File: src/rtl/mpf_svc_vtp_l1_miss_handler.sv
// mpf_svc_vtp_l1_miss_handler
//
// Consumer end of a port's L1 TLB lookup response channel. L1 hits are
// forwarded straight to the translated-request output slot. L1 misses are
// sent one at a time, in order, to the shared VTP TLB service. The returned
// translation is written back into the L1 caches and delivered downstream
// together with the original request fields.
//
// Ports:
//   clk, reset            clock, asynchronous active-high reset
//   l1_*                  head of the L1 lookup FIFO; l1_deq pops it
//   svc_req_*             miss request to the shared service (valid/ready)
//   svc_rsp_*             service response, single-cycle pulse, always taken
//   insertVA/insertPA,
//   en_insert_4kb/2mb     one-cycle L1 fill strobes
//   out_*                 translated result, single-entry valid/ready slot
//   miss_count            saturating count of misses issued
module mpf_svc_vtp_l1_miss_handler #(
  parameter int N_VA_PAGE_BITS = 36,
  parameter int N_PA_PAGE_BITS = 40,
  parameter int N_TAG_BITS     = 8,
  parameter int N_OPAQUE_BITS  = 16,
  parameter int DEBUG_MESSAGES = 0
) (
  input  logic                      clk,
  input  logic                      reset,

  input  logic                      l1_notEmpty,
  input  logic [N_VA_PAGE_BITS-1:0] l1_va,
  input  logic [N_TAG_BITS-1:0]     l1_tag,
  input  logic [N_OPAQUE_BITS-1:0]  l1_opaque,
  input  logic                      l1_error,
  input  logic                      l1_isBigPage,
  input  logic [N_PA_PAGE_BITS-1:0] l1_pa,
  output logic                      l1_deq,

  output logic                      svc_req_valid,
  output logic [N_VA_PAGE_BITS-1:0] svc_req_va,
  output logic [N_TAG_BITS-1:0]     svc_req_tag,
  input  logic                      svc_req_ready,

  input  logic                      svc_rsp_valid,
  input  logic [N_PA_PAGE_BITS-1:0] svc_rsp_pa,
  input  logic                      svc_rsp_isBigPage,
  input  logic                      svc_rsp_mayCache,
  input  logic                      svc_rsp_error,

  output logic [N_VA_PAGE_BITS-1:0] insertVA,
  output logic [N_PA_PAGE_BITS-1:0] insertPA,
  output logic                      en_insert_4kb,
  output logic                      en_insert_2mb,

  output logic                      out_valid,
  input  logic                      out_ready,
  output logic [N_VA_PAGE_BITS-1:0] out_va,
  output logic [N_TAG_BITS-1:0]     out_tag,
  output logic [N_OPAQUE_BITS-1:0]  out_opaque,
  output logic [N_PA_PAGE_BITS-1:0] out_pa,
  output logic                      out_isBigPage,
  output logic                      out_mayCache,
  output logic                      out_error,

  output logic [31:0]               miss_count
);

  localparam logic [1:0] ST_IDLE = 2'd0;
  localparam logic [1:0] ST_REQ  = 2'd1;
  localparam logic [1:0] ST_WAIT = 2'd2;
  localparam logic [1:0] ST_FILL = 2'd3;

  // Miss tracing is a simulation-only aid; the synthesizable core accepts
  // the switch for interface compatibility but emits nothing.
  if (DEBUG_MESSAGES != 0) begin : gDebugHook
  end

  logic [1:0]                state_q, state_d;
  logic [N_VA_PAGE_BITS-1:0] missVa_q, missVa_d;
  logic [N_TAG_BITS-1:0]     missTag_q, missTag_d;
  logic [N_OPAQUE_BITS-1:0]  missOpaque_q, missOpaque_d;
  logic [N_PA_PAGE_BITS-1:0] rspPa_q, rspPa_d;
  logic                      rspBig_q, rspBig_d;
  logic                      rspMayCache_q, rspMayCache_d;
  logic                      rspErr_q, rspErr_d;
  logic                      outValid_q, outValid_d;
  logic [N_VA_PAGE_BITS-1:0] outVa_q, outVa_d;
  logic [N_TAG_BITS-1:0]     outTag_q, outTag_d;
  logic [N_OPAQUE_BITS-1:0]  outOpaque_q, outOpaque_d;
  logic [N_PA_PAGE_BITS-1:0] outPa_q, outPa_d;
  logic                      outBig_q, outBig_d;
  logic                      outMayCache_q, outMayCache_d;
  logic                      outErr_q, outErr_d;
  logic [31:0]               missCount_q, missCount_d;
  logic                      slotFree;
  logic                      doInsert;

  // The output slot can take a new entry when empty or when its current
  // entry is being consumed in this same cycle.
  assign slotFree = !outValid_q || out_ready;

  // Next-state logic. Misses are dequeued without needing a free slot; the
  // slot is only required when the result is finally written in FILL.
  // Nothing is dequeued outside IDLE, which keeps hits behind a miss in order.
  always_comb begin
    state_d       = state_q;
    missVa_d      = missVa_q;
    missTag_d     = missTag_q;
    missOpaque_d  = missOpaque_q;
    rspPa_d       = rspPa_q;
    rspBig_d      = rspBig_q;
    rspMayCache_d = rspMayCache_q;
    rspErr_d      = rspErr_q;
    outValid_d    = outValid_q && !out_ready;
    outVa_d       = outVa_q;
    outTag_d      = outTag_q;
    outOpaque_d   = outOpaque_q;
    outPa_d       = outPa_q;
    outBig_d      = outBig_q;
    outMayCache_d = outMayCache_q;
    outErr_d      = outErr_q;
    missCount_d   = missCount_q;
    l1_deq        = 1'b0;
    doInsert      = 1'b0;

    case (state_q)
      ST_IDLE: begin
        if (l1_notEmpty) begin
          if (l1_error) begin
            l1_deq       = 1'b1;
            missVa_d     = l1_va;
            missTag_d    = l1_tag;
            missOpaque_d = l1_opaque;
            missCount_d  = (missCount_q == 32'hFFFF_FFFF) ? missCount_q
                                                          : missCount_q + 32'd1;
            state_d      = ST_REQ;
          end else if (slotFree) begin
            l1_deq        = 1'b1;
            outValid_d    = 1'b1;
            outVa_d       = l1_va;
            outTag_d      = l1_tag;
            outOpaque_d   = l1_opaque;
            outPa_d       = l1_pa;
            outBig_d      = l1_isBigPage;
            outMayCache_d = 1'b1;
            outErr_d      = 1'b0;
          end
        end
      end
      ST_REQ: begin
        if (svc_req_ready) begin
          state_d = ST_WAIT;
        end
      end
      ST_WAIT: begin
        if (svc_rsp_valid) begin
          rspPa_d       = svc_rsp_pa;
          rspBig_d      = svc_rsp_isBigPage;
          rspMayCache_d = svc_rsp_mayCache;
          rspErr_d      = svc_rsp_error;
          state_d       = ST_FILL;
        end
      end
      ST_FILL: begin
        if (slotFree) begin
          outValid_d    = 1'b1;
          outVa_d       = missVa_q;
          outTag_d      = missTag_q;
          outOpaque_d   = missOpaque_q;
          outPa_d       = rspErr_q ? '0 : rspPa_q;
          outBig_d      = rspBig_q;
          outMayCache_d = rspMayCache_q;
          outErr_d      = rspErr_q;
          doInsert      = !rspErr_q && rspMayCache_q;
          state_d       = ST_IDLE;
        end
      end
      default: state_d = ST_IDLE;
    endcase
  end

  // State registers; reset abandons any miss in flight.
  always_ff @(posedge clk or posedge reset) begin
    if (reset) begin
      state_q       <= ST_IDLE;
      missVa_q      <= '0;
      missTag_q     <= '0;
      missOpaque_q  <= '0;
      rspPa_q       <= '0;
      rspBig_q      <= 1'b0;
      rspMayCache_q <= 1'b0;
      rspErr_q      <= 1'b0;
      outValid_q    <= 1'b0;
      outVa_q       <= '0;
      outTag_q      <= '0;
      outOpaque_q   <= '0;
      outPa_q       <= '0;
      outBig_q      <= 1'b0;
      outMayCache_q <= 1'b0;
      outErr_q      <= 1'b0;
      missCount_q   <= '0;
    end else begin
      state_q       <= state_d;
      missVa_q      <= missVa_d;
      missTag_q     <= missTag_d;
      missOpaque_q  <= missOpaque_d;
      rspPa_q       <= rspPa_d;
      rspBig_q      <= rspBig_d;
      rspMayCache_q <= rspMayCache_d;
      rspErr_q      <= rspErr_d;
      outValid_q    <= outValid_d;
      outVa_q       <= outVa_d;
      outTag_q      <= outTag_d;
      outOpaque_q   <= outOpaque_d;
      outPa_q       <= outPa_d;
      outBig_q      <= outBig_d;
      outMayCache_q <= outMayCache_d;
      outErr_q      <= outErr_d;
      missCount_q   <= missCount_d;
    end
  end

  assign svc_req_valid = (state_q == ST_REQ);
  assign svc_req_va    = missVa_q;
  assign svc_req_tag   = missTag_q;

  // Fill strobes fire in the cycle the miss result enters the output slot.
  assign insertVA      = doInsert ? missVa_q : '0;
  assign insertPA      = doInsert ? rspPa_q : '0;
  assign en_insert_2mb = doInsert && rspBig_q;
  assign en_insert_4kb = doInsert && !rspBig_q;

  assign out_valid     = outValid_q;
  assign out_va        = outVa_q;
  assign out_tag       = outTag_q;
  assign out_opaque    = outOpaque_q;
  assign out_pa        = outPa_q;
  assign out_isBigPage = outBig_q;
  assign out_mayCache  = outMayCache_q;
  assign out_error     = outErr_q;
  assign miss_count    = missCount_q;

endmodule
File: config.mk
export PLATFORM = sky130hd
export DESIGN_NAME = mpf_svc_vtp_l1_miss_handler
export DESIGN_NICKNAME = d
export VERILOG_FILES = /design/src/rtl/mpf_svc_vtp_l1_miss_handler.sv
export SDC_FILE = /design/constraint.sdc
export NUM_CORES = 1
export LEC_CHECK = 0
export CORE_AREA = 2 2 158 160
export CTS_BUF_LIST = sky130_fd_sc_hd__clkbuf_4 sky130_fd_sc_hd__clkbuf_8
export CTS_CLUSTER_DIAMETER = 80
export CTS_CLUSTER_SIZE = 20
export DETAILED_ROUTE_END_ITERATION = 8
export DIE_AREA = 0 0 160 162
export HOLD_SLACK_MARGIN = 0.1
export PLACE_DENSITY_LB_ADDON = 0.25
export SLEW_MARGIN = 0
export SYNTH_ARGS = -nofsm -noshare
export SYNTH_HDL_FRONTEND = slang
export SYNTH_SLANG_ARGS = --single-unit
File: constraint.sdc
create_clock -name clk -period 11.65 [get_ports clk]
set_clock_uncertainty 0.05 [all_clocks]
set_input_delay 2.33 -clock clk [delete_from_list [all_inputs] [get_ports clk]]
set_output_delay 2.33 -clock clk [all_outputs]
set_load 0.02 [all_outputs]
# Word level (Yosys, flattened, before mapping)
# Cells that the tools add are included.
dict set report word_totals {
  register_bits 241
  input_bits 151
  output_inout_bits 260
  wordCells 100
}
dict set report classes {
  addsub 1
  eq_ne 11
  mux 54
  n_bitwise 1
  reduce_logical 16
}
# operator count
set op_table {}
lappend op_table {{40-bit 2-to-1 mux} 6}
lappend op_table {{36-bit 2-to-1 mux} 5}
lappend op_table {{40-bit case mux with 2 select lines} 1}
lappend op_table {{36-bit case mux with 2 select lines} 1}
lappend op_table {{16-bit 2-to-1 mux} 4}
lappend op_table {{32-bit by 1-bit adder with 32-bit output, second input constant} 1}
lappend op_table {{32-bit equality test, second input constant} 1}
lappend op_table {{8-bit 2-to-1 mux} 4}
lappend op_table {{16-bit case mux with 2 select lines} 1}
lappend op_table {{1-bit 2-to-1 mux} 21}
lappend op_table {{8-bit case mux with 2 select lines} 1}
lappend op_table {{2-bit != test, second input constant} 6}
lappend op_table {{2-bit 2-to-1 mux} 5}
lappend op_table {{5-bit AND reduction} 2}
lappend op_table {{1-bit case mux with 2 select lines} 4}
lappend op_table {{2-bit case mux with 4 select lines} 1}
lappend op_table {{2-bit equality test, second input constant} 2}
lappend op_table {{1-bit logical AND} 4}
lappend op_table {{1-bit zero test} 4}
lappend op_table {{4-bit AND reduction} 1}
lappend op_table {{3-bit AND reduction} 1}
lappend op_table {{2-bit by 1-bit equality test with 1-bit output, second input constant} 1}
lappend op_table {{2-bit zero test} 1}
lappend op_table {{2-bit by 1-bit != test with 1-bit output, second input constant} 1}
lappend op_table {{4 further kinds} 4}

# Depth between registers and ports, before layout
# Gate-level depths: netlist (run 1).
dict set report logic_depth {
  ltp_word 6
  depth_mapped 8
  mapped_depth_nobuf 7
}

# Worst setup path after synthesis (run 1)
# No wires, ideal clock.
dict set report synth_timing {
  path_type {input-to-output}
  start {input out_ready}
  end {output insertPA[19]}
  t_arrival_ps 3445
  required_ps 9270
  slack_ps 5825
  stages 6
  path_buffers 3
  path_cell_list {nand2b_1 and3_1 clkbuf_1 clkbuf_1 clkbuf_1 and2_1}
}
dict set report synth_via {
  elab_chain_cells 4
}
# item line_no
set synth_rtl {}
lappend synth_rtl {{from (decl)} 54} ;# input logic out_ready,
lappend synth_rtl {{1-bit logical OR} 98} ;# assign slotFree = !outValid_q || out_ready;
lappend synth_rtl {{1-bit 2-to-1 mux} 163} ;# if (slotFree) begin
lappend synth_rtl {{1-bit 2-to-1 mux} 124} ;# case (state_q)
lappend synth_rtl {{40-bit 2-to-1 mux} 227} ;# assign insertPA = doInsert ? rspPa_q : '0;
lappend synth_rtl {{to (decl)} 49} ;# output logic [N_PA_PAGE_BITS-1:0] insertPA,
# No other way between the ends.

# Final worst setup path (run 1)
dict set report layout_timing {
  start {input out_ready}
  end {output insertVA[2]}
}
dict set report layout_via {
  elab_chain_cells 4
}
# item line_no
set layout_rtl {}
lappend layout_rtl {{1-bit logical OR} 98}
lappend layout_rtl {{1-bit 2-to-1 mux} 163}
lappend layout_rtl {{1-bit 2-to-1 mux} 124}
lappend layout_rtl {{36-bit 2-to-1 mux} 226} ;# assign insertVA = doInsert ? missVa_q : '0;
lappend layout_rtl {{to (decl)} 48} ;# output logic [N_VA_PAGE_BITS-1:0] insertVA,
# No other way between the ends.

==> results.md, run 1 <==
- Critical path arrival: approximately 4800 ps
- Post-DRT Antenna Nets: 0
- Distinct cells, synth: 42
- Final Setup Violations: 0
- Crit-path cells: clkdlybuf4s50_1 -> nand2b_1 -> and3_2 -> and2_1 -> clkdlybuf4s50_1
- Routability cong.: 0.8429
- Post-CTS sizing: 0
- Initial Utilization: between 40% and 50%
- Post-synth ARST share: 100.0%
- Synthesized Nets: around 1300
- Critical path startpoint: out_ready
- Drt first-iter violations: 560
- Post-Syn Area: ~11000 sq um
- Site row count: 57
- Synth Register Bits: 241
- Max-Slew Margin vs Limit: roughly a quarter
- YS warnings: 0
- Share of cells above drive strength 1: slightly above 6%
- TritonCTS clock tree: done
- Core area: about 24000 sq um
- Mean post-synth cell area: roughly 10 sq um
- H-tree Lvls: 1
- Post-CTS Hold Fix Bufs: 0
- WP data required: roughly 9000 ps
- WL/cell: 18.47 um
- Worst skew pair latency: roughly 530 ps
- DR WL met3: around 2500 um
- Number of global-route vias before repair: slightly above 9000
- Total CTS buffers: 16
- # port buffers: slightly above 400
- Peak Freq: ~0.14 GHz
- Total GRT Usage: 25.06%
- Slew Limit Fails: 0
- Post-Route M1 WL: about 13000 um
- Area grow syn2layout: 42.28%
- Post-CTS setup buffers: 0
- CTS Sinks: 241
- Drt drc: 0
- WHS: roughly 440 ps
- FILL cells: between 2000 and 2500
- Routed wl met2: between 15000 and 20000 um
- Max Cap Viol: 0
- Nets: about 1600
- Slowest cell on the critical path: and3_2
- Clock Pin Slew Worst Setup and Hold Paths: 120 ps
- Ys flop type: dfrtp_1
- Die height: around 160 um
- Final period util: between 60 and 70%
- CP Capture Type: output port
- Vias/cell: just over 5
- Status: complete, no violations
- DIE WIDTH: 160 um
- HP Class: reg2reg
- Final setup TNS: 0 ps
- Worst reg2reg startpoint: state_q[0]
- Top routing layer used: met4
- GRT overflow: 0
- First-pass iteration count of the detailed router: 5
- Tightest Pin Transition: about 1100 ps
- Min Tclk post-route: roughly 7200 ps
- Largest net degree at the start of global routing: between 100 and 150
- Clock tree buffer depth: 3
- Hold path startpoint: missOpaque_q[15]
- Die outline area: 25920 sq um
- Post-synth EDFFs: 0
- Critical path class: in2out
- Seq/Total Area, Yosys: between 50% and 60%
- PwrDens: between 200 and 250 nW/um^2
- Hold Vio Cnt, Final: 0
- First-pass GRT wire length: 51890 um
- Startpoint Class: primary input
- Drt total wl: 33230 um
- Antenna violations before repair: 1
- Syn Inst Count: ~1100
- Dpl hpwl: between 20000 and 25000 um
- Register area: about 6000 sq um
- Area of the multi-input gates: about 4600 sq um
- Worst Path Max Fanout: 78
- Root Driver: clkbuf_8
- Crit-path max cell delay: around 920 ps
- Via count: between 9000 and 10000
- Worst VDD drop: between 0.15 and 0.2 mV
- RSZ-0062 raised after global routing: false
- Most frequent CP cell: clkdlybuf4s50_1
- Leakage dissipation: roughly 6.7 nW
- # IOs: around 410
## worst max-delay path, delay by kind of cell
kind	cells	cell delay, ps
buffers and inverters	2	1090
AND/OR/NAND/NOR	3	1310
## area by class of cell
class	count	area share (%)
flip-flops and latches	241	38.56
diodes	1	0.01600
clock buffers	19	1.672
multi-input cells	752	29.14
repair buffers	420	26.72
clock inverters	2	0.2960
inverters	40	1.008
well taps	324	2.592
## state kept, by name, summed over array words and instances, names as in the netlist, 2 cells and up
name	count
out_pa	40
missOpaque_q	16
out_va	36
rspPa_q	40
state_q	2
svc_req_tag	8
svc_req_va	36
out_tag	8
miss_count	32
out_opaque	16
## routing by layer
layer  vias to the layer above  GRT usage, %
li1                       4392             -
met1                      4564         31.05
met2                       301         44.14
met3                        49         6.231
met4                         0         6.429
met5                         -             0
## placed cells by master (no fill, tap or decap), types with 2 or more instances in the layout
master	netlist	layout
and2_1	78	78
o211ai_1	2	2
nor2_1	88	87
nand2_1	223	222
mux2i_1	62	62
ha_1	6	5
xor2_1	12	12
o221ai_1	30	30
a21oi_1	84	84
or2_2	2	2
nor2b_1	14	13
nand4_1	7	7
nand3_1	17	16
o211a_1	2	2
inv_1	40	39
xnor2_1	17	17
buf_4	0	10
a31oi_1	2	2
dfrtp_1	241	241
o21ai_0	4	4
and3_1	7	5
o21a_1	31	31
and3_2	0	2
clkbuf_8	0	19
mux2_2	43	43
clkdlybuf4s50_1	0	410
nor3_1	6	6
## cells in the mapped netlist (2+ instances only)
cell type / count / area share (%)
nand3_1: 17 / 0.77
a31oi_1: 2 / 0.11
o21a_1: 31 / 2.1
or2_2: 2 / 0.11
xnor2_1: 17 / 1.4
o211ai_1: 2 / 0.14
a21oi_1: 84 / 3.8
o21ai_0: 4 / 0.18
dfrtp_1: 241 / 55
nor2b_1: 14 / 0.80
ha_1: 6 / 0.68
mux2i_1: 62 / 5.6
buf_2: 13 / 0.59
nor2_1: 88 / 3.0
xor2_1: 12 / 0.96
and3_1: 7 / 0.40
nand4_1: 7 / 0.40
nand2_1: 223 / 7.6
clkbuf_1: 50 / 1.7
inv_1: 40 / 1.4
mux2_2: 43 / 4.4
and2_1: 78 / 4.4
o211a_1: 2 / 0.18
o221ai_1: 30 / 2.4
buf_1: 6 / 0.20
nor3_1: 6 / 0.27
## through the flow
| step | power, mW | instances | utilization [%] | area (sq um) | worst slack [ps] |
|---|---|---|---|---|---|
| global placement | 3.396 | 1777 | 63.60 | 15330 | 4565 |
| CTS | 3.894 | 1798 | 64.88 | 15640 | 4404 |
| finish | 3.857 | 1799 | 64.89 | 15640 | 4470 |
| global route | 4.103 | 1798 | 64.88 | 15640 | 4245 |
| floorplan | 2.533 | 1103 | - | 10990 | 2654 |
| detailed placement | 3.446 | 1777 | 63.60 | 15330 | 4397 |
## power by group
group / internal [mW] / switching (mW)
Combinational: 0.889 / 1.05
Clock: 0.172 / 0.272
Sequential: 1.20 / 0.272
Total: 2.26 / 1.59
## kinds of logic (layout without fill, tap and decap cells)
kind of cell               count (synthesis)  count (layout)  synth area share (%)
and+or+nand+nor                          450             450                 18.54
other                                      0               1                     0
adders and majority gates                  6               6                0.6829
xor gates and xnor gates                  29              29                 2.310
buffers and inverters                    110             481                 3.972
DFF                                      241             241                 54.86
AOI/OAI and AO/OA                        162             162                 9.583
muxes                                    105             105                 10.05
## final timing paths
kind                            cells after the start  slack (ps)          endpoint
worst max-delay path                                5        4470       insertVA[2]
worst min-delay path                                2         440  missOpaque_q[15]
worst max register to register                      7        8180        out_pa[38]
worst min register to register                      2         440  missOpaque_q[15]
max in group asynchronous                           3        7770    svc_req_va[15]
min in group asynchronous                           2        2330         out_va[0]
Note: power is estimated with default switching activity, not from simulation.
==> inputs of run 2 (changes only) <==
==> constraint.sdc (replaced) <==
create_clock -name clk -period 6.67 [get_ports clk]
set_clock_uncertainty 0.05 [all_clocks]
set_input_delay 1.334 -clock clk [delete_from_list [all_inputs] [get_ports clk]]
set_output_delay 1.334 -clock clk [all_outputs]
set_load 0.02 [all_outputs]
==> run 2 against run 1 <==
  * Sequential power up 76%
  * Highest routed layer is now met5
  * Largest power group unchanged
  * Non-clock buffer count up 3
  * Power up 73%
  * Critical path type unchanged
  * Utilization about the same
  * Cell count up 0.17%
  * Sequential share of layout area about the same
==> results.md, run 2 (synthesized netlist as in run 1, its figures left out) <==
- Status: complete, no violations
- Tightest Pin Transition: around 1100 ps
- Slew Limit Fails: 0
- Crit path max-delay family: buffers and inverters
- Max Cap Viol: 0
- Drt first-iter violations: about 580
- Number of global-route vias before repair: around 9400
- Final Setup Violations: 0
- Total CTS buffers: 16
- H-tree Lvls: 1
- Final setup TNS: 0 ps
- Site row count: 57
- Core area: between 20000 and 25000 sq um
- DIE WIDTH: around 160 um
- Clock Pin Slew Worst Setup and Hold Paths: 110 ps
- Worst Path Max Fanout: 44
- CP Capture Type: output port
- Crit-path max cell delay: a little under 700 ps
- Cells after DPL: between 1500 and 2000
- GRT overflow: 0
- Drt drc: 0
- Area grow syn2layout: 42.26%
- Vias/cell: a little over 5
- Peak Freq: around 0.19 GHz
- Critical path arrival: 3890 ps
- Die outline area: 25920 sq um
- WL/cell: between 15 and 20 um
- Leakage dissipation: 6.706 nW
- Worst skew pair latency: approximately 520 ps
- Most frequent CP cell: clkdlybuf4s50_1
- Antenna violations before repair: 3
- Crit-path cells: clkdlybuf4s50_1 -> nand2b_1 -> and3_2 -> buf_4 -> and2_1 -> clkdlybuf4s50_1
- Initial Utilization: a little under half
- Share of cells above drive strength 1: just over 6%
- Largest net degree at the start of global routing: approximately 120
- TritonCTS clock tree: done
- Critical path class: in2out
- FILL cells: ~2100
- HP Class: reg2reg
- CTS Sinks: approximately 240
- Clock tree buffer depth: 3
- PwrDens: roughly 430 nW/um^2
- Final cell count without fillers: ~1800
- Die height: between 150 and 200 um
- Post-CTS Hold Fix Bufs: 0
- Post-DRT Antenna Nets: 0
- First-pass GRT wire length: approximately 52000 um
- WHS: 436.5 ps
- RSZ-0062 raised after global routing: false
- Slowest cell on the critical path: and3_2
- Dpl hpwl: approximately 24000 um
- CP Buf/Inv Count: 3
- WP data required: around 5300 ps
- Worst VDD drop: between 0.2 and 0.3 mV
- Drt total wl: 33240 um
- Startpoint Class: primary input
- Hold Vio Cnt, Final: 0
- # IOs: 411
- Commonest non-fill, non-tap cell in the layout: clkdlybuf4s50_1
- Min Tclk post-route: approximately 5300 ps
- Root Driver: clkbuf_8
- Via count: about 9000
- Routability cong.: around 0.88
- Most frequent cells in the layout: 410 x clkdlybuf4s50_1, 241 x dfrtp_1, 222 x nand2_1, 87 x nor2_1, 84 x a21oi_1
- # port buffers: 410
- Post-CTS sizing: 0
- Post-CTS setup buffers: 0
- Total GRT Usage: 25.21%
- Nets: about 1600
- Final period util: roughly four fifths
- Max-Slew Margin vs Limit: 28.44%
- First-pass iteration count of the detailed router: 5
[run 2: cell count changes in the layout (fill, tap and decap cells not counted)]
cell / before / now
buf_12: 0 / 2
clkbuf_8: 19 / 17
clkinv_2: 0 / 2
buf_4: 10 / 11
bufinv_16: 1 / 0
clkinv_4: 0 / 1
clkinv_8: 1 / 0
clkinvlp_4: 0 / 1
inv_6: 0 / 1
inv_8: 1 / 0
[run 2: worst paths after layout]
| path | startpoint | endpoint | slack [ps] | cells after the start |
|---|---|---|---|---|
| setup / recovery | out_ready | insertPA[1] | 1390 | 6 |
| hold / removal | missOpaque_q[7] | missOpaque_q[7] | 440 | 2 |
| setup reg to reg | state_q[0] | out_pa[28] | 3110 | 7 |
| min in group asynchronous | reset | missOpaque_q[2] | 1050 | 2 |
| hold reg to reg | missOpaque_q[7] | missOpaque_q[7] | 440 | 2 |
| max in group asynchronous | reset | out_va[34] | 4220 | 3 |
[run 2: power breakdown]
part	switching (mW)	internal, mW	leakage (nW)
clock network	0.467	0.240	0.139
registers	0.500	2.10	2.87
logic	1.81	1.56	3.70
total	2.78	3.90	6.71
[run 2: cell type report]
type	count	area [sq um]	share of cell area [%]
inverters	40	153.9	0.9841
well taps	324	405.4	2.592
multi-input cells	752	4558	29.15
clock buffers	17	234.0	1.496
flip-flops and latches	241	6031	38.56
clock inverters	4	27.53	0.1760
repair buffers	423	4227	27.03
diodes	1	2.502	0.01600
[run 2: worst register-to-register path, cell delays in order, from the launching register on]
cell and delay [ps]:
dfrtp_1 450, ha_4 150, buf_4 800, mux2i_1 310, nor2_4 710, buf_4 550, o221ai_1 260, o21a_1 170
[run 2: stage by stage]
step | setup slack (ps) | utilization, % | power, mW | cell area [sq um]
finish | 1392 | 64.88 | 6.686 | 15640
global route | 1214 | 64.88 | 7.116 | 15640
CTS | 1334 | 64.87 | 6.752 | 15640
detailed placement | 1333 | 63.78 | 6.037 | 15370
global placement | 1503 | 63.78 | 5.951 | 15370
floorplan | 2124 | - | 4.424 | 11000
[run 2: metal layers]
metal | GRT usage [%] | part of all wire [%] | vias up
met5 | 0 | 0.069 | -
met4 | 6.593 | 2.4 | 4
met3 | 6.180 | 6.9 | 48
met2 | 44.81 | 51 | 302
met1 | 30.89 | 40 | 4489
li1 | - | - | 4390
==> inputs of run 3 (changes only) <==
==> constraint.sdc (replaced) <==
create_clock -name clk -period 5.1 [get_ports clk]
set_clock_uncertainty 0.05 [all_clocks]
set_input_delay 1.02 -clock clk [delete_from_list [all_inputs] [get_ports clk]]
set_output_delay 1.02 -clock clk [all_outputs]
set_load 0.02 [all_outputs]
==> run 3 against run 2 <==
  * Count of clock-buffer cells in the layout rose by 1
  * Global-route usage down 0.49 points
  * Sequential power is 30% higher
  * Power increased by 31%
  * Combinational power rose by 31%
  * Cell count unchanged
  * Routed wire length down 0.64%
  * Register-to-register slack got worse by 1000 ps
  * Die area unchanged
  * Via count is 0.19% lower
==> results.md, run 3 (synthesized netlist as in run 1, its figures left out) <==
- Die height: between 150 and 200 um
- Post-DRT Antenna Nets: 0
- CP Buf/Inv Count: 3
- Clock share of power: approximately a tenth
- First-pass iteration count of the detailed router: 5
- RSZ-0062 raised after global routing: false
- TritonCTS clock tree: done
- Crit-path max cell delay: approximately 600 ps
- Hold Vio Cnt, Final: 0
- Site row count: 57
- FILL cells: approximately 2000
- Final period util: between 80% and 90%
- Post-CTS Hold Fix Bufs: 0
- Die outline area: about 26000 sq um
- Slowest cell on the critical path: clkdlybuf4s50_1
- Most frequent CP cell: clkdlybuf4s50_1
- Tightest Pin Transition: between 1000 and 1500 ps
- GRT overflow: 0
- Total CTS buffers: 16
- CP Capture Type: output port
- Worst skew pair latency: about 530 ps
- Worst setup margin: approximately 800 ps
- Critical path arrival: between 3000 and 4000 ps
- Total GRT Usage: about a quarter
- Final setup TNS: 0 ps
- Cells on worst reg2reg path: 7
- Leakage dissipation: ~6.7 nW
- Post-CTS sizing: 0
- H-tree Lvls: 1
- Crit path max-delay family: buffers and inverters
- Routability cong.: between 0.8 and 0.9
- Commonest non-fill, non-tap cell in the layout: clkdlybuf4s50_1
- Worst Hold Path EP: missOpaque_q[1]
- Worst VDD drop: about 0.35 mV
- PwrDens: 558.3 nW/um^2
- Met3 usage: between 6 and 7%
- Drt first-iter violations: slightly below 500
- Slew Limit Fails: 0
- R2R Setup Slk: between 2000 and 2500 ps
- Share of cells above drive strength 1: 6.102%
- Core area: roughly 24000 sq um
- Post-CTS setup buffers: 0
- Final Setup Violations: 0
- Drt total wl: roughly 33000 um
- Nets: between 1500 and 2000
- Critical path class: in2out
- Hold path startpoint: missOpaque_q[1]
- First-pass GRT wire length: 50890 um
- Area grow syn2layout: 42.65%
- Drt drc: 0
- # IOs: a little over 400
- DIE WIDTH: ~160 um
- Met1 usage in global routing: between 30% and 40%
- Final cell count without fillers: 1802
- Max Cap Viol: 0
- Clock tree buffer depth: 3
- # port buffers: 410
- Startpoint Class: primary input
- Largest net degree at the start of global routing: 117
- Internal Power: ~5 mW
- CTS Sinks: around 240
- Crit-path cells: clkdlybuf4s50_1 -> nand2b_1 -> and3_2 -> buf_4 -> and2_1 -> clkdlybuf4s50_1
- Worst Path Max Fanout: 78
- Most frequent cells in the layout: 410 x clkdlybuf4s50_1, 241 x dfrtp_1, 222 x nand2_1, 87 x nor2_1, 84 x a21oi_1
- WP data required: around 4000 ps
- Sequential share of power: between 30% and 40%
- Setup WS pre-CTS: 777.6 ps
- Via count: approximately 9200
- Switching share of total power: approximately two fifths
- Critical R2R Capture: out_va[27]
- Peak Freq: between 0.2 and 0.25 GHz
- Root Driver: clkbuf_8
- Worst reg2reg startpoint: state_q[0]
- Most Crowded Layer GR: met2
- Antenna violations before repair: 5
- HP Class: reg2reg
- Final Core Density: around two thirds
- Hold Crit Depth: 2
- Met2 GRT Util: 41.81%
- Combinational power share: between 50% and 60%
- Initial Utilization: a little under half
- Dpl hpwl: around 23000 um
- Status: complete, no violations
- WL/cell: ~18 um
- Clock Pin Slew Worst Setup and Hold Paths: roughly 110 ps
- Number of global-route vias before repair: ~9000
- Max-Slew Margin vs Limit: around a third
- Vias/cell: 5.114
- Cells after DPL: 1780
- Net switching power: approximately 3.6 mW
- Min Tclk post-route: 4314 ps
## run 3: cell type report
| type | count | area [sq um] | area share, % |
|---|---|---|---|
| flip-flops and latches | 241 | 6031 | 38.46 |
| multi-input cells | 752 | 4558 | 29.07 |
| repair buffers | 423 | 4264 | 27.19 |
| well taps | 324 | 405.4 | 2.585 |
| clock buffers | 18 | 241.5 | 1.540 |
| inverters | 40 | 153.9 | 0.9814 |
| clock inverters | 1 | 20.02 | 0.1277 |
| diodes | 3 | 7.507 | 0.04787 |
## run 3: worst max path at each step
stage / from / cells after the start / to / slack [ps]
after floorplan: reset / 1 / missOpaque_q[0] / 870
after CTS: out_ready / 6 / insertPA[34] / 770
after detailed placement: out_ready / 6 / insertPA[34] / 780
final: out_ready / 6 / insertVA[11] / 790
after global placement: out_ready / 6 / insertVA[14] / 890
after global routing: out_ready / 6 / insertVA[2] / 660
## run 3: per-layer routing
| layer | vias to the layer above | part of all wire, % |
|---|---|---|
| met5 | - | 0.061 |
| met4 | 4 | 2.8 |
| met3 | 51 | 8.0 |
| met2 | 331 | 49 |
| met1 | 4436 | 40 |
| li1 | 4393 | - |
## run 3: power by group through the flow
stage               registers [mW]  logic (mW)  clock network, mW
global route                  3.49        4.77               1.04
finish                        3.38        4.44              0.933
global placement              3.40        4.38                  0
floorplan                     3.96        1.82                  0
detailed placement            3.42        4.47                  0
CTS                           3.39        4.48              0.976
## run 3: per-stage QoR
stage | power [mW] | hold slack, ps | cell area (sq um)
after floorplan | 5.787 | 395.4 | 11000
after detailed placement | 7.893 | 416.3 | 15410
after global routing | 9.296 | 462.7 | 15680
after CTS | 8.842 | 445.7 | 15670
after global placement | 7.784 | 406.7 | 15410
final | 8.755 | 440.1 | 15680
## run 3: tightest hold or removal path: cells and delay by family, from the launching register on
family,cells,cell delay (ps)
DFF,1,360
and+or+nand+nor,2,110
==> RTL change (config.mk and constraints of run 1) <==
Take the reset off `missTag_q`, `missOpaque_q`, `outTag_q` and `outOpaque_q` and load them in a clocked block of their own.
--- a/src/rtl/mpf_svc_vtp_l1_miss_handler.sv
+++ b/src/rtl/mpf_svc_vtp_l1_miss_handler.sv
@@ -182,16 +182,12 @@
     if (reset) begin
       state_q       <= ST_IDLE;
       missVa_q      <= '0;
-      missTag_q     <= '0;
-      missOpaque_q  <= '0;
       rspPa_q       <= '0;
       rspBig_q      <= 1'b0;
       rspMayCache_q <= 1'b0;
       rspErr_q      <= 1'b0;
       outValid_q    <= 1'b0;
       outVa_q       <= '0;
-      outTag_q      <= '0;
-      outOpaque_q   <= '0;
       outPa_q       <= '0;
       outBig_q      <= 1'b0;
       outMayCache_q <= 1'b0;
@@ -200,22 +196,25 @@
     end else begin
       state_q       <= state_d;
       missVa_q      <= missVa_d;
-      missTag_q     <= missTag_d;
-      missOpaque_q  <= missOpaque_d;
       rspPa_q       <= rspPa_d;
       rspBig_q      <= rspBig_d;
       rspMayCache_q <= rspMayCache_d;
       rspErr_q      <= rspErr_d;
       outValid_q    <= outValid_d;
       outVa_q       <= outVa_d;
-      outTag_q      <= outTag_d;
-      outOpaque_q   <= outOpaque_d;
       outPa_q       <= outPa_d;
       outBig_q      <= outBig_d;
       outMayCache_q <= outMayCache_d;
       outErr_q      <= outErr_d;
       missCount_q   <= missCount_d;
     end
+  end
+
+  always_ff @(posedge clk) begin
+    missTag_q    <= missTag_d;
+    missOpaque_q <= missOpaque_d;
+    outTag_q     <= outTag_d;
+    outOpaque_q  <= outOpaque_d;
   end
 
   assign svc_req_valid = (state_q == ST_REQ);
Check against the original RTL: not equivalent (Yosys sat finds a counterexample within 4 cycles, from zero or initial values and one cycle with reset high).
==> RTL change against run 1 <==
Wire length fell by 7.0%; largest cell class unchanged; largest power group unchanged; maximum frequency is 3.6% higher; critical path depth rose by 1; design area is 2.2% lower; synthesized area down 3.6%; total power down 6.2%; sequential cell count did not move; setup slack improved by 0.25 ns.
==> RTL change: results (changes against run 1) <==
* Crit-path slowest cell: clkdlybuf4s50_1
* End of the worst hold path: miss_count[31]$_DFFE_PP0P_
* Max-slew headroom at 37.64% (+13 points)
* Library cells used by synthesis at 38 (-9.5%)
* Nets at 1432 (-12%)
* LEAKAGE at 6.050 nW (-9.8%)
* Placed inst area at 15010 um^2 (-2.1%)
* Final Non-Filler Cells at 1605 (-11%)
* DR WL/cell at 19.26 um (+4.3%)
* Hold path cells at 1 (-1)
* Worst R2R Setup Slack at 8.17 ns (about the same)
* Outcome: finished clean
* First-pass DRT Iterations at 4 (-1)
* Maximum clock frequency at 144.3 MHz (+3.6%)
* Seq/Total Area, Yosys at 59.19% (+4.3 points)
* Cell count after synthesis at 890 (-19%)
* First-pass GRT wire length at 47540 um (-8.4%)
* Total Routing Usage GR at 23.27% (-1.8 points)
* Post-synth EDFFs at 48 (+48)
* GP Congestion at 0.8500 (+0.84%)
* Crit path DAT at 4.55 ns (-0.25 ns)
* Max rail drop VDD at 160.7 uV (+5.7%)
* Largest cells by area after synthesis: dfrtp_1 (46%), edfxtp_1 (14%), mux2_2 (11%)
* Post-CTS Resized at 0 (unchanged)
* Worst hold margin at 0.4603 ns (+0.02144 ns)
* Syn nets at 1047 (-17%)
* Post-CTS setup buffers at 0 (unchanged)
* Ys async rst share at 80.08% (-20 points)
* Layout cell share with drive strength beyond 1 at 11.64% (+5.6 points)
* Largest net degree at the start of global routing at 124 (+5.1%)
* Synth top cells by count: dfrtp_1 (193), mux2_2 (106), a21oi_1 (104), and2_1 (79), nor2_1 (78)
* R2R Path End: out_pa[3]$_DFFE_PP0P_
* Setup WS pre-CTS at 4.707 ns (+0.3107 ns)
* Iteration-0 DRC Markers at 434 (-23%)
* Min-delay src: miss_count[31]$_DFFE_PP0P_
## RTL change: cell types whose count changed after synthesis, moves of 23 or more
| cell | change |
|---|---|
| nand2_1 | -197 |
| dfrtp_1 | -48 |
| mux2i_1 | -24 |
| mux2_2 | +63 |
| inv_1 | -23 |
| o21a_1 | -23 |
| edfxtp_1 | +48 |
## RTL change: metal layers
layer  wire length, um  GRT usage [%]  share of wire, %
met5                 0              0                 0
met4               749          6.347               2.4
met3              2376          6.078               7.7
met2             15450          40.95                50
met1             12340          28.52                40
## RTL change: power breakdown
part           total, mW  internal, mW  switching (mW)
combinational       1.75         0.836           0.914
clock              0.423         0.156           0.268
sequential          1.45          1.20           0.242
## RTL change: worst max-delay path by stage
stage | from | end | cells after the start
floorplan | reset | miss_count[0]$_DFFE_PP0P_ | 1
global placement | out_ready | insertVA[2] | 6
detailed placement | out_ready | insertVA[2] | 6
CTS | out_ready | insertVA[2] | 6
global route | out_ready | insertPA[8] | 6
finish | out_ready | insertPA[0] | 6
## RTL change: layout make-up
cell class | instances | area (um^2)
Tap cell | 324 | 405.4
Fill cell | 1991 | 8806
Multi-Input combinational cell | 579 | 4079
Inverter | 17 | 71.32
Antenna cell | 1 | 2.502
Clock inverter | 1 | 20.02
Sequential cell | 241 | 6271
Clock buffer | 22 | 271.5
Timing Repair Buffer | 420 | 4179
## RTL change: critical path, delay by kind of cell
kind | cells | cell delay [ns]
buffers and inverters | 3 | 1.60
AND/OR/NAND/NOR | 3 | 0.57
## RTL change: cell families (layout without fill, tap and decap cells)
logic type	after synthesis	in the layout	share of synthesized area, %
fa+ha+maj	6	6	0.7086
other cells	0	1	0
xor+xnor	27	27	2.232
compound gates	133	133	7.004
mux	144	144	14.86
buf+inv	70	460	2.551
simple gates	269	269	13.45
flops	241	241	59.19
